--- src/rtl/motor_pwm_driver.sv ---
// motor_pwm_driver: turns a speed level and a direction code into ramped PWM
// enables and H-bridge pins for the left and right drive motors.
// A bridge polarity change always ramps the duty to zero and then holds a
// dead-time interval before the new polarity is applied.
// Build option: define MOTOR_SOFT_RAMP_EN for slewed duty; when undefined the
// duty jumps straight to its goal and the ramp timer is not built.
//
// state     | meaning
// ----------+-------------------------------------------------------------
// STOP      | bridge coasting, duty 0, waiting for a move code
// RUN       | bridge wired for active_dir, duty follows the speed target
// RAMP_DOWN | direction changed, duty heading to 0 before the bridge flips
// DEAD      | duty 0, bridge coasting, dead-time counter running
module motor_pwm_driver #(
    parameter int PWM_DIV     = 10,
    parameter int RAMP_DIV    = 50000,
    parameter int RAMP_STEP   = 4,
    parameter int DEAD_CYCLES = 5000,
    parameter int LEVEL_SCALE = 32
) (
    input  logic       CLOCK_50,
    input  logic       rst_n,
    input  logic [2:0] direction,
    input  logic [2:0] speed,
    output logic       pwm_left,
    output logic       pwm_right,
    output logic [1:0] in_left,
    output logic [1:0] in_right,
    output logic [7:0] duty,
    output logic       busy
);
    localparam int PW = (PWM_DIV > 1) ? $clog2(PWM_DIV) : 1;
    localparam int DW = (DEAD_CYCLES > 1) ? $clog2(DEAD_CYCLES) : 1;

    typedef enum logic [1:0] {STOP, RUN, RAMP_DOWN, DEAD} state_t;

    state_t          state;
    state_t          next_state;
    logic [2:0]      active_dir;
    logic [DW-1:0]   dead_cnt;
    logic [PW-1:0]   pwm_div_cnt;
    logic [7:0]      pwm_cnt;
    logic            dir_move;
    logic [10:0]     scaled;
    logic [7:0]      target;
    logic [7:0]      goal;

    // Pin pattern {left, right} for a direction code; stop codes coast.
    function automatic logic [3:0] bridge_pins(input logic [2:0] dir);
        case (dir)
            3'b001:  return 4'b10_10;
            3'b011:  return 4'b01_01;
            3'b010:  return 4'b01_10;
            3'b100:  return 4'b10_01;
            default: return 4'b00_00;
        endcase
    endfunction

    // Speed target, saturated to the 8-bit duty range; zero for stop codes.
    always_comb begin
        dir_move = (direction == 3'b001) || (direction == 3'b011) ||
                   (direction == 3'b010) || (direction == 3'b100);
        scaled   = 11'(speed) * 11'(LEVEL_SCALE);
        target   = 8'd0;
        if (dir_move)
            target = (scaled > 11'd255) ? 8'hFF : scaled[7:0];
    end

    // Next state; the duty goal follows the state being entered so a ramp tick
    // coinciding with a transition already heads for the new goal.
    always_comb begin
        next_state = state;
        case (state)
            STOP:      if (dir_move) next_state = RUN;
            RUN:       if (direction != active_dir) next_state = RAMP_DOWN;
            RAMP_DOWN: begin
                if (direction == active_dir) next_state = RUN;
                else if (duty == 8'd0)       next_state = DEAD;
            end
            DEAD:      if (dead_cnt == '0) next_state = dir_move ? RUN : STOP;
            default:   next_state = STOP;
        endcase
        goal = (next_state == RUN) ? target : 8'd0;
    end

    // State register, latched direction, dead-time counter and bridge outputs.
    always_ff @(posedge CLOCK_50 or negedge rst_n) begin
        if (!rst_n) begin
            state      <= STOP;
            active_dir <= 3'b000;
            dead_cnt   <= '0;
            in_left    <= 2'b00;
            in_right   <= 2'b00;
            busy       <= 1'b0;
        end else begin
            state <= next_state;
            if ((state == STOP || state == DEAD) && next_state == RUN)
                active_dir <= direction;
            if (state == RAMP_DOWN && next_state == DEAD)
                dead_cnt <= DW'(DEAD_CYCLES - 1);
            else if (state == DEAD && dead_cnt != '0)
                dead_cnt <= dead_cnt - 1'b1;
            if (state == RUN || state == RAMP_DOWN)
                {in_left, in_right} <= bridge_pins(active_dir);
            else
                {in_left, in_right} <= 4'b00_00;
            busy <= (state == RAMP_DOWN) || (state == DEAD);
        end
    end

`ifdef MOTOR_SOFT_RAMP_EN
    localparam int RW = (RAMP_DIV > 1) ? $clog2(RAMP_DIV) : 1;

    logic [RW-1:0] ramp_cnt;
    logic          ramp_tick;
    logic [8:0]    gap_up;
    logic [8:0]    gap_down;

    assign ramp_tick = (ramp_cnt == RW'(RAMP_DIV - 1));
    assign gap_up    = {1'b0, goal} - {1'b0, duty};
    assign gap_down  = {1'b0, duty} - {1'b0, goal};

    // Free-running ramp timer, not aligned to direction changes.
    always_ff @(posedge CLOCK_50 or negedge rst_n) begin
        if (!rst_n)         ramp_cnt <= '0;
        else if (ramp_tick) ramp_cnt <= '0;
        else                ramp_cnt <= ramp_cnt + 1'b1;
    end

    // Slew duty toward the goal by one step per tick without overshooting.
    always_ff @(posedge CLOCK_50 or negedge rst_n) begin
        if (!rst_n) begin
            duty <= 8'd0;
        end else if (ramp_tick) begin
            if (duty < goal)
                duty <= (gap_up > 9'(RAMP_STEP)) ? duty + 8'(RAMP_STEP) : goal;
            else if (duty > goal)
                duty <= (gap_down > 9'(RAMP_STEP)) ? duty - 8'(RAMP_STEP) : goal;
        end
    end
`else
    logic [31:0] ramp_cfg_unused;
    assign ramp_cfg_unused = 32'(RAMP_DIV) ^ 32'(RAMP_STEP);

    // Without slewing the duty takes its goal on the next cycle.
    always_ff @(posedge CLOCK_50 or negedge rst_n) begin
        if (!rst_n) duty <= 8'd0;
        else        duty <= goal;
    end
`endif

    // PWM counter prescaler and registered comparators, gated by a coasting bridge.
    always_ff @(posedge CLOCK_50 or negedge rst_n) begin
        if (!rst_n) begin
            pwm_div_cnt <= '0;
            pwm_cnt     <= 8'd0;
            pwm_left    <= 1'b0;
            pwm_right   <= 1'b0;
        end else begin
            if (pwm_div_cnt == PW'(PWM_DIV - 1)) begin
                pwm_div_cnt <= '0;
                pwm_cnt     <= pwm_cnt + 1'b1;
            end else begin
                pwm_div_cnt <= pwm_div_cnt + 1'b1;
            end
            pwm_left  <= (in_left  != 2'b00) && (pwm_cnt < duty);
            pwm_right <= (in_right != 2'b00) && (pwm_cnt < duty);
        end
    end
endmodule

--- config.mk ---
export PLATFORM = sky130hd
export DESIGN_NAME = motor_pwm_driver
export DESIGN_NICKNAME = d
export VERILOG_FILES = /design/src/rtl/motor_pwm_driver.sv
export SDC_FILE = /design/constraint.sdc
export NUM_CORES = 1
export LEC_CHECK = 0
export ABC_AREA = 1
export CAP_MARGIN = 20
export CORE_MARGIN = 2
export CORE_UTILIZATION = 25
export CTS_CLUSTER_SIZE = 40
export DETAILED_ROUTE_END_ITERATION = 10
export PLACE_DENSITY = 0.43
export REMOVE_ABC_BUFFERS = 1
export SETUP_SLACK_MARGIN = 0.2
export SLEW_MARGIN = 20
export SYNTH_ARGS = -nofsm -noshare
export SYNTH_HDL_FRONTEND = slang
export SYNTH_SLANG_ARGS = --single-unit
--- constraint.sdc ---
create_clock -name CLOCK_50 -period 4.25 [get_ports CLOCK_50]
set_input_delay 1.275 -clock CLOCK_50 [delete_from_list [all_inputs] [get_ports CLOCK_50]]
set_output_delay 1.275 -clock CLOCK_50 [all_outputs]
set_load 0.03 [all_outputs]
== Word level (Yosys, flattened, before mapping) ==
Cells that the tools add are included.

* $add $sub $neg: 3
* Mux-type cells: 16
* Multipliers: 0
* Div/mod/pow operators: 0
* Reduce and logical (&&, ||, !) cells: 18
* Magnitude comparators: 2
* Shift operators: 0
* Bitwise gates (word level): 0
* Equal/unequal tests: 16

{| class="wikitable"
|+ Operator list
! kind !! number
|-
| 13-bit two-way mux || 2
|-
| 8-bit two-way mux || 3
|-
| 4-bit case mux with 4 select lines || 1
|-
| 2-bit two-way mux || 7
|-
| 13-bit logical NOT || 1
|-
| 13-bit nonzero test || 1
|-
| 13-bit by 1-bit subtractor with 13-bit output, second input constant || 1
|-
| 3-bit by 2-bit == test with 1-bit output, second input constant || 4
|-
| 8-bit by 1-bit adder with 8-bit output, second input constant || 1
|-
| 8-bit greater-than comparator, second input constant || 1
|-
| 8-bit logical NOT || 1
|-
| 8-bit < comparator || 1
|-
| 2-bit case mux with 4 select lines || 1
|-
| 2-bit == test, second input constant || 3
|-
| 3-bit by 1-bit == test with 1-bit output, second input constant || 2
|-
| 3-bit == test, second input constant || 2
|-
| 1-bit logical OR || 6
|-
| 2-bit nonzero test || 3
|-
| 1-bit logical AND || 5
|-
| 4-bit by 1-bit adder with 4-bit output, second input constant || 1
|-
| 2-bit by 1-bit == test with 1-bit output, second input constant || 2
|-
| 4-bit == test, second input constant || 1
|-
| 4-bit two-way mux || 1
|-
| 3-bit == test || 1
|-
| 3 further kinds || 3
|}

* Memories kept: 0
* Word-level logic and storage cells: 66
* Bits of input ports: 8
* Output and inout port bits: 15
* Latch bits: 0
* Register bits after elaboration: 45
* RAM bits: 0
* Memory bits (read-only): 0

== Longest topological paths before layout ==
Gate-level depths: netlist of the first run.

* Depth after elaboration: 10
* Gate-level depth with buffers: 13
* Depth with buffers taken out: 13

== Worst setup path after synthesis of the first run ==
OpenSTA, ideal clock, no wires.

* Kind: in2reg
* From: in direction[0]
* To: reg dead_cnt[0]
* Cell stages on the path: 9
* Arrival: 2,202 ps
* Path buffers: 0
* Path slack: 1,979 ps
* Library setup time: 69 ps
* Data required time: 4,181 ps
* Cell sequence: nor2_1 -> nor2_1 -> nor2_1 -> inv_1 -> o21ai_0 -> nand2_2 -> inv_1 -> nand3_2 -> nand3_1

* Elaborated cells on any way between the ends: 19
* Classes of those cells: eq/ne: 7; mux: 7; reduce/logical: 5

{| class="wikitable"
|+ RTL lines
! what !! RTL line !! source
|-
| start: declaration || 23 || <nowiki>input logic [2:0] direction,</nowiki>
|-
| 3-bit by 1-bit == test with 1-bit output or 3-bit by 2-bit == test with 1-bit output (tied branches) || 61 || <nowiki>dir_move = (direction == 3'b001) || (direction == 3'b011) ||</nowiki>
|-
| 1-bit logical OR (2 in series) || 61 ||
|-
| 1-bit logical OR || 62 || <nowiki>(direction == 3'b010) || (direction == 3'b100);</nowiki>
|-
| 2-bit two-way mux || 74 || <nowiki>STOP: if (dir_move) next_state = RUN;</nowiki>
|-
| 2-bit case mux with 4 select lines * || 73 || <nowiki>case (state)</nowiki>
|-
| net next_state[1] || 38 || <nowiki>state_t next_state;</nowiki>
|-
| 2-bit == test * || 99 || <nowiki>if (state == RAMP_DOWN && next_state == DEAD)</nowiki>
|-
| 1-bit logical AND * || 99 ||
|-
| 13-bit two-way mux or 2-bit nonzero test (tied branches) || -- ||
|-
| end signal: assignment || 100 || <nowiki>dead_cnt <= DW'(DEAD_CYCLES - 1);</nowiki>
|-
| end signal: assignment || 102 || <nowiki>dead_cnt <= dead_cnt - 1'b1;</nowiki>
|-
| end: declaration || 40 || <nowiki>logic [DW-1:0] dead_cnt;</nowiki>
|}

Mark *: on every way through the listed nets, which the timed path passes. The rest lies on a longest branch.
A chain may end at the register's enable or synchronous reset.

== Final worst setup path of the first run ==
* From: in direction[1]
* To: reg dead_cnt[2]

Same word-level chain as after synthesis.

==> impl_metrics.yaml, run 1 <==
outcome:
  status: "complete, no violations"
place:
  place_congestion: 0.791
  place_area_sq_um: 2330
  port-buffer-count: 17
  hpwl_um: 2740
logic_synthesis:
  synth_async_sr_flop_share_pct: 100
  synth_cell_types: 23
  syn-cell-area_sq_um: 2050
  syn_avg_cell_area_sq_um: 8.41
  yosysTopAreaCellShare_pct: 48.8
  yosysMostFrequentCell: "nand2_1"
  ys_warn_count: 0
  synth_enable_flop_cells: 0
  synth_area_leaders: "dfrtp_1, nand2_1, nor2_1"
  synth.top_cells.by_count: "nand2_1, dfrtp_1, nor2_1, inv_1, nand3_1"
  synth_seq_cells: 40
  ys_seq_area_share_pct: 48.8
  synthCells: 244
  synthFlopType: "dfrtp_1"
  yosysTopAreaCell: "dfrtp_1"
floorplanning:
  core_area_sq_um: 8090
  initial_core_util_pct: 25.4
  ioPinCount: 23
  die_h_um: 94.6
  design.die.area_sq_um: 8950
  rows: 33
  die_w_um: 94.6
grt:
  grt_pass1_wl_um: 6680
  antenna_found_initial: 0
  grt_max_degree: 41
  grt_pass1_vias: 1439
  track_usage_pct: 9.59
  overflow: 0
clocking:
  numCtsBuffers: 5
  ctsResizeCount: 0
  post_cts_buffers: 0
  holdBufCountCts: 0
  htreeDepth: 2
  clk_path_buf_depth: 2
  clkLatencyLatePin_ps: 300
  path_clk_slew_ps: 90
  cts_tree: "yes"
  cts.sinks: 40
  root_buffer: "clkbuf_8"
sta:
  rsz0062_at_grt: "no"
  fin_crit_ps: 2810
  finalSetupViolCount: 0
  tightest_slew_ps: 914
  holdWs_ps: 483
  timing.slew.headroom_pct: 39.1
  clock_skew_ps: 8.50
  setup-tns-final_ps: 0
  fmax_ghz: 0.356
  slew_viol_final: 0
  final.period_utilization_pct: 66.2
  timing.final.hold_violations: 0
cells_and_area:
  final_cell_area_sq_um: 2440
  multi_input_area_sq_um: 923
  regArea_sq_um: 1000
  fillers: 874
  syn2layout_area_growth_pct: 19.0
  drive_gt1_share_pct: 7.84
  diodes: 0
  layout.nets: 283
route:
  ant_nets: 0
  drt_first_pass_iters: 4
  vias: 1541
  routed_via_density: 4.13
  drt-total-wl_um: 3780
  drtIter0Drc: 79
  drc: 0
  wl_per_cell_um: 10.1
worst_setup_path:
  reg2reg_from: "dead_cnt[0]"
  cp-end-kind: "flip-flop"
  r2r-end: "dead_cnt[2]"
  crit_arrival_ps: 3050
  critPathKind: "input pin to flip-flop"
  reg2regPathDepth: 13
  path_max_fanout: 7
  start_kind: "input pin"
  rrSetupSlack_ps: 2270
  required_ps: 4480
hold_path:
  whs_endpoint: "pwm_cnt[7]"
  hold_path_class: "flip-flop to flip-flop"
  hold_path_depth: 1
  worstHoldStart: "pwm_cnt[7]"
job:
  drv_cap: 0
pwr:
  cellLeakagePower_nw: 1.14
  ir_worst_vdd_v: 0.000192
  power_density_nw_per_um2: 629
area by class of cell:
| cell class | count | share of cell area (%) |
|---|---|---|
| inverter | 28 | 4.31 |
| multi-input combinational | 175 | 37.8 |
| clock inverter | 3 | 1.90 |
| sequential | 40 | 41.0 |
| timing repair buffer | 17 | 6.77 |
| tap | 105 | 5.38 |
| clock buffer | 5 | 2.82 |
stage by stage:
step                setup slack (ps)  power [mW]  std cells  utilization [%]
CTS                             1430        1.57        373             30.2
finish                          1440        1.54        373             30.2
detailed placement              1130        1.23        365             28.7
global placement                1090        1.23        365             28.7
floorplan                       1980        1.04        243                -
global route                    1220        1.68        373             30.2
routing by layer:
metal / up-vias / track usage (%) / routed length (um)
met3: 6 / 2.63 / 135
li1: 795 / - / -
met5: - / 0 / 0
met1: 714 / 12.4 / 1880
met4: 0 / 4.35 / 82
met2: 26 / 15.0 / 1680
worst max-delay path by stage:
stage	startpoint	end	slack, ps	cells after the start
floorplan	direction[0]	dead_cnt[0]	1980	9
detailed placement	direction[1]	dead_cnt[0]	1130	11
global placement	direction[0]	dead_cnt[2]	1090	11
CTS	direction[1]	dead_cnt[2]	1430	11
global route	direction[0]	dead_cnt[2]	1220	11
finish	direction[1]	dead_cnt[2]	1440	11
worst max-delay path, stage by stage:
cell and delay (ps):
clkdlybuf4s50_1 540, inv_1 50, nand2_1 60, nor2_1 40, nor2_1 170, inv_1 130
o21ai_0 240, nand2_2 170, inv_1 120, nand3_2 150, nand3_1 110
registers in the layout, summed over array words and instances, names as in the netlist, 2 cells and up:
signal / count
active_dir: 3
dead_cnt: 13
duty: 3
in_left: 2
in_right: 2
pwm_cnt: 8
pwm_div_cnt: 4
state: 2
kinds of logic (layout without fill, tap and decap cells):
group | Yosys count | in the layout | synth area share, %
AOI/OAI and AO/OA | 13 | 13 | 3.96
other | 1 | 5 | 0.183
DFF | 40 | 40 | 48.8
buffers and inverters | 33 | 53 | 6.95
xor gates and xnor gates | 16 | 16 | 6.83
adders and majority gates | 8 | 8 | 4.88
and+or+nand+nor | 133 | 133 | 28.4
power by group:
group          switching, mW  total [mW]  internal (mW)  leakage [nW]
Sequential            0.0801       0.554          0.474         0.499
Combinational          0.420       0.656          0.236         0.590
Clock                  0.149       0.326          0.177        0.0548
layout by cell type, fill, tap and decap left out:
| cell type | instances |
|---|---|
| conb_1 | 5 |
| nor2_2 | 2 |
| nand3_1 | 17 |
| or2_2 | 2 |
| inv_1 | 28 |
| nor3_1 | 8 |
| o21ai_0 | 5 |
| buf_2 | 1 |
| clkinvlp_4 | 1 |
| nor2_4 | 1 |
| o21a_1 | 1 |
| dfrtp_1 | 40 |
| o211ai_1 | 1 |
| clkdlybuf4s50_1 | 16 |
| nand2_4 | 1 |
| xnor2_1 | 7 |
| ha_1 | 8 |
| clkbuf_8 | 5 |
| inv_6 | 1 |
| a21oi_1 | 5 |
| a21oi_4 | 1 |
| xor2_1 | 9 |
| nand2_2 | 3 |
| nand2_1 | 56 |
| nand3_2 | 2 |
| bufinv_16 | 1 |
| nor2_1 | 38 |
| nand4_1 | 3 |
Power figures use the tool's default switching activity.
==> run 2: changes to the inputs <==
- PLACE_DENSITY: 0.43 -> 0.44
- clock period: 4.25 -> 2.4 ns (I/O delays scaled with it)
==> run 2 against run 1 <==
Against the previous run:
- first-iteration DRC count down 13%
- combinational power rose by 84%
- sequential share of layout area is 0.48 points lower
- wire length increased by 1.9%
- via count rose by 0.65%
- register-to-register slack worse by 1800 ps
- cell count is 1.3% higher
- setup slack worse by 1100 ps
- clock-buffer cell count stayed put
- largest cell class unchanged
- critical path type is now flip-flop to primary output
- largest power group unchanged
- sequential cell count is the same
- worst hold slack barely moved
==> impl_metrics.yaml, run 2 (same netlist as run 1, synthesis figures left out) <==
worst_setup_path:
  cp_slowest_cell: "clkdlybuf4s50_1"
  path_max_fanout: 3
  required_ps: 1680
  crit_arrival_ps: 1340
  start_kind: "flip-flop"
  path_cells: "clkdlybuf4s50_1"
  cpLargestDelayFamily: "buffers and inverters"
  critPathMaxStageDelay_ps: 680
  critPathKind: "flip-flop to primary output"
  critical_path_buf_inv_count: 1
  cp-end-kind: "primary output"
sta:
  holdWs_ps: 483
  timing.final.hold_violations: 0
  fin_ws_ps: 336
  clock_skew_ps: 7.01
  slew_viol_final: 0
  final.period_utilization_pct: 86.0
  tightest_slew_ps: 513
  fin_crit_ps: 2060
  fmax_ghz: 0.485
  rsz0062_at_grt: "no"
  timing.slew.headroom_pct: 65.8
  finalSetupViolCount: 0
place:
  place_area_sq_um: 2370
  placed_cells: 371
  preCtsSetupSlack_ps: -92.6
  place_congestion: 0.771
  port-buffer-count: 17
  hpwl_um: 2830
route:
  vias: 1551
  drtIter0Drc: 69
  wl_per_cell_um: 10.2
  dr_wl_met2_um: 1720
  m1WireLength_um: 1970
  ant_nets: 0
  wl_met3_um: 96
  highest_layer: "met4"
  drt_first_pass_iters: 4
  drc: 0
  routed_via_density: 4.10
  drt-total-wl_um: 3850
cells_and_area:
  final_cell_mix: "nand2_1, dfrtp_1, nor2_1"
  layout_commonest_cell: "nand2_1"
  final_cell_area_sq_um: 2470
  syn2layout_area_growth_pct: 20.4
  drive_gt1_share_pct: 9.89
  diodes: 0
  instances_no_fill: 378
  layout.nets: 289
  regMostFlops: "dead_cnt"
  reg_top3: "dead_cnt (13), pwm_cnt (8), pwm_div_cnt (4)"
  fillers: 893
  finish.utilization_pct: 30.5
  largest_register_ffs: 13
clocking:
  numCtsBuffers: 5
  cts.sinks: 40
  path_clk_slew_ps: 80
  clkLatencyLatePin_ps: 290
  htreeDepth: 2
  post_cts_buffers: 0
  root_buffer: "clkbuf_8"
  holdBufCountCts: 0
  ctsResizeCount: 0
  clk_path_buf_depth: 2
  cts_tree: "yes"
pwr:
  ir_worst_vdd_v: 0.000267
  power_density_nw_per_um2: 1060
  cellLeakagePower_nw: 1.19
outcome:
  status: "complete, no violations"
grt:
  antenna_found_initial: 0
  grt_max_degree: 41
  grt_pass1_wl_um: 7020
  grt_pass1_vias: 1556
  overflow: 0
  track_usage_pct: 10.0
floorplanning:
  design.die.area_sq_um: 8950
  initial_core_util_pct: 25.4
  die_h_um: 94.6
  die_w_um: 94.6
  core_area_sq_um: 8090
  ioPinCount: 23
  rows: 33
job:
  drv_cap: 0
hold_path:
  hold_path_class: "input pin to async pin"
## run 2: cell count changes in the layout (fill, tap and decap cells not counted), sizes merged
cell	change
inv	-1
dlymetal6s2s	+3
bufinv	-1
clkdlybuf4s50	-3
buf	+6
clkinv	+1
## run 2: worst paths after layout
kind / to / startpoint / slack [ps] / depth (start not counted)
max reg2reg: dead_cnt[8] / dead_cnt[0] / 470 / 13
max in group asynchronous: pwm_cnt[7] / rst_n / 1560 / 2
min: dead_cnt[2] / rst_n / 480 / 2
min in group CLOCK_50: pwm_cnt[7] / pwm_cnt[7] / 490 / 1
min reg2reg: pwm_cnt[7] / pwm_cnt[7] / 490 / 1
max: duty[6] / duty[6] / 340 / 1
## run 2: layout make-up
class / instances / area [sq um] / area share, %
flip-flops and latches: 40 / 1000 / 40.5
well taps: 105 / 131 / 5.32
clock inverters: 2 / 12.5 / 0.507
clock buffers: 5 / 68.8 / 2.79
repair buffers: 23 / 218 / 8.81
multi-input cells: 175 / 933 / 37.8
inverters: 28 / 105 / 4.26
## run 2: where the power goes
group	switching, mW	total (mW)	internal [mW]
combinational	0.764	1.21	0.446
sequential	0.144	0.983	0.839
clock	0.236	0.433	0.197
## run 2: per-layer routing
metal,vias up,global-route usage (%)
met5,-,0
met4,0,4.35
met3,4,2.39
met2,15,15.8
met1,723,13.2
li1,809,-
## run 2: worst register-to-register path, stage by stage, from the launching register on
cell and delay (ps):
dfrtp_1 380, inv_1 100, ha_1 210, nand3_2 130, nor2_4 160, nand2_2 80, nand2_4 110, nand2_1 60
nand2_1 60, nand2_1 60, nand2_2 150, inv_1 90, nand3_2 140, nand3_1 90
## run 2: through the flow
step	TNS (ps)	power, mW
2_1_floorplan	0	1.84
3_3_place_gp	-1170	2.23
3_5_place_dp	-767	2.21
4_1_cts	0	2.67
5_1_grt	0	2.89
6_report	0	2.63
==> run 3: changes to the inputs <==
- CAP_MARGIN: 20 -> 0
==> results of run 3 <==
Final layout, timing and power as in run 2 (identical DEF).
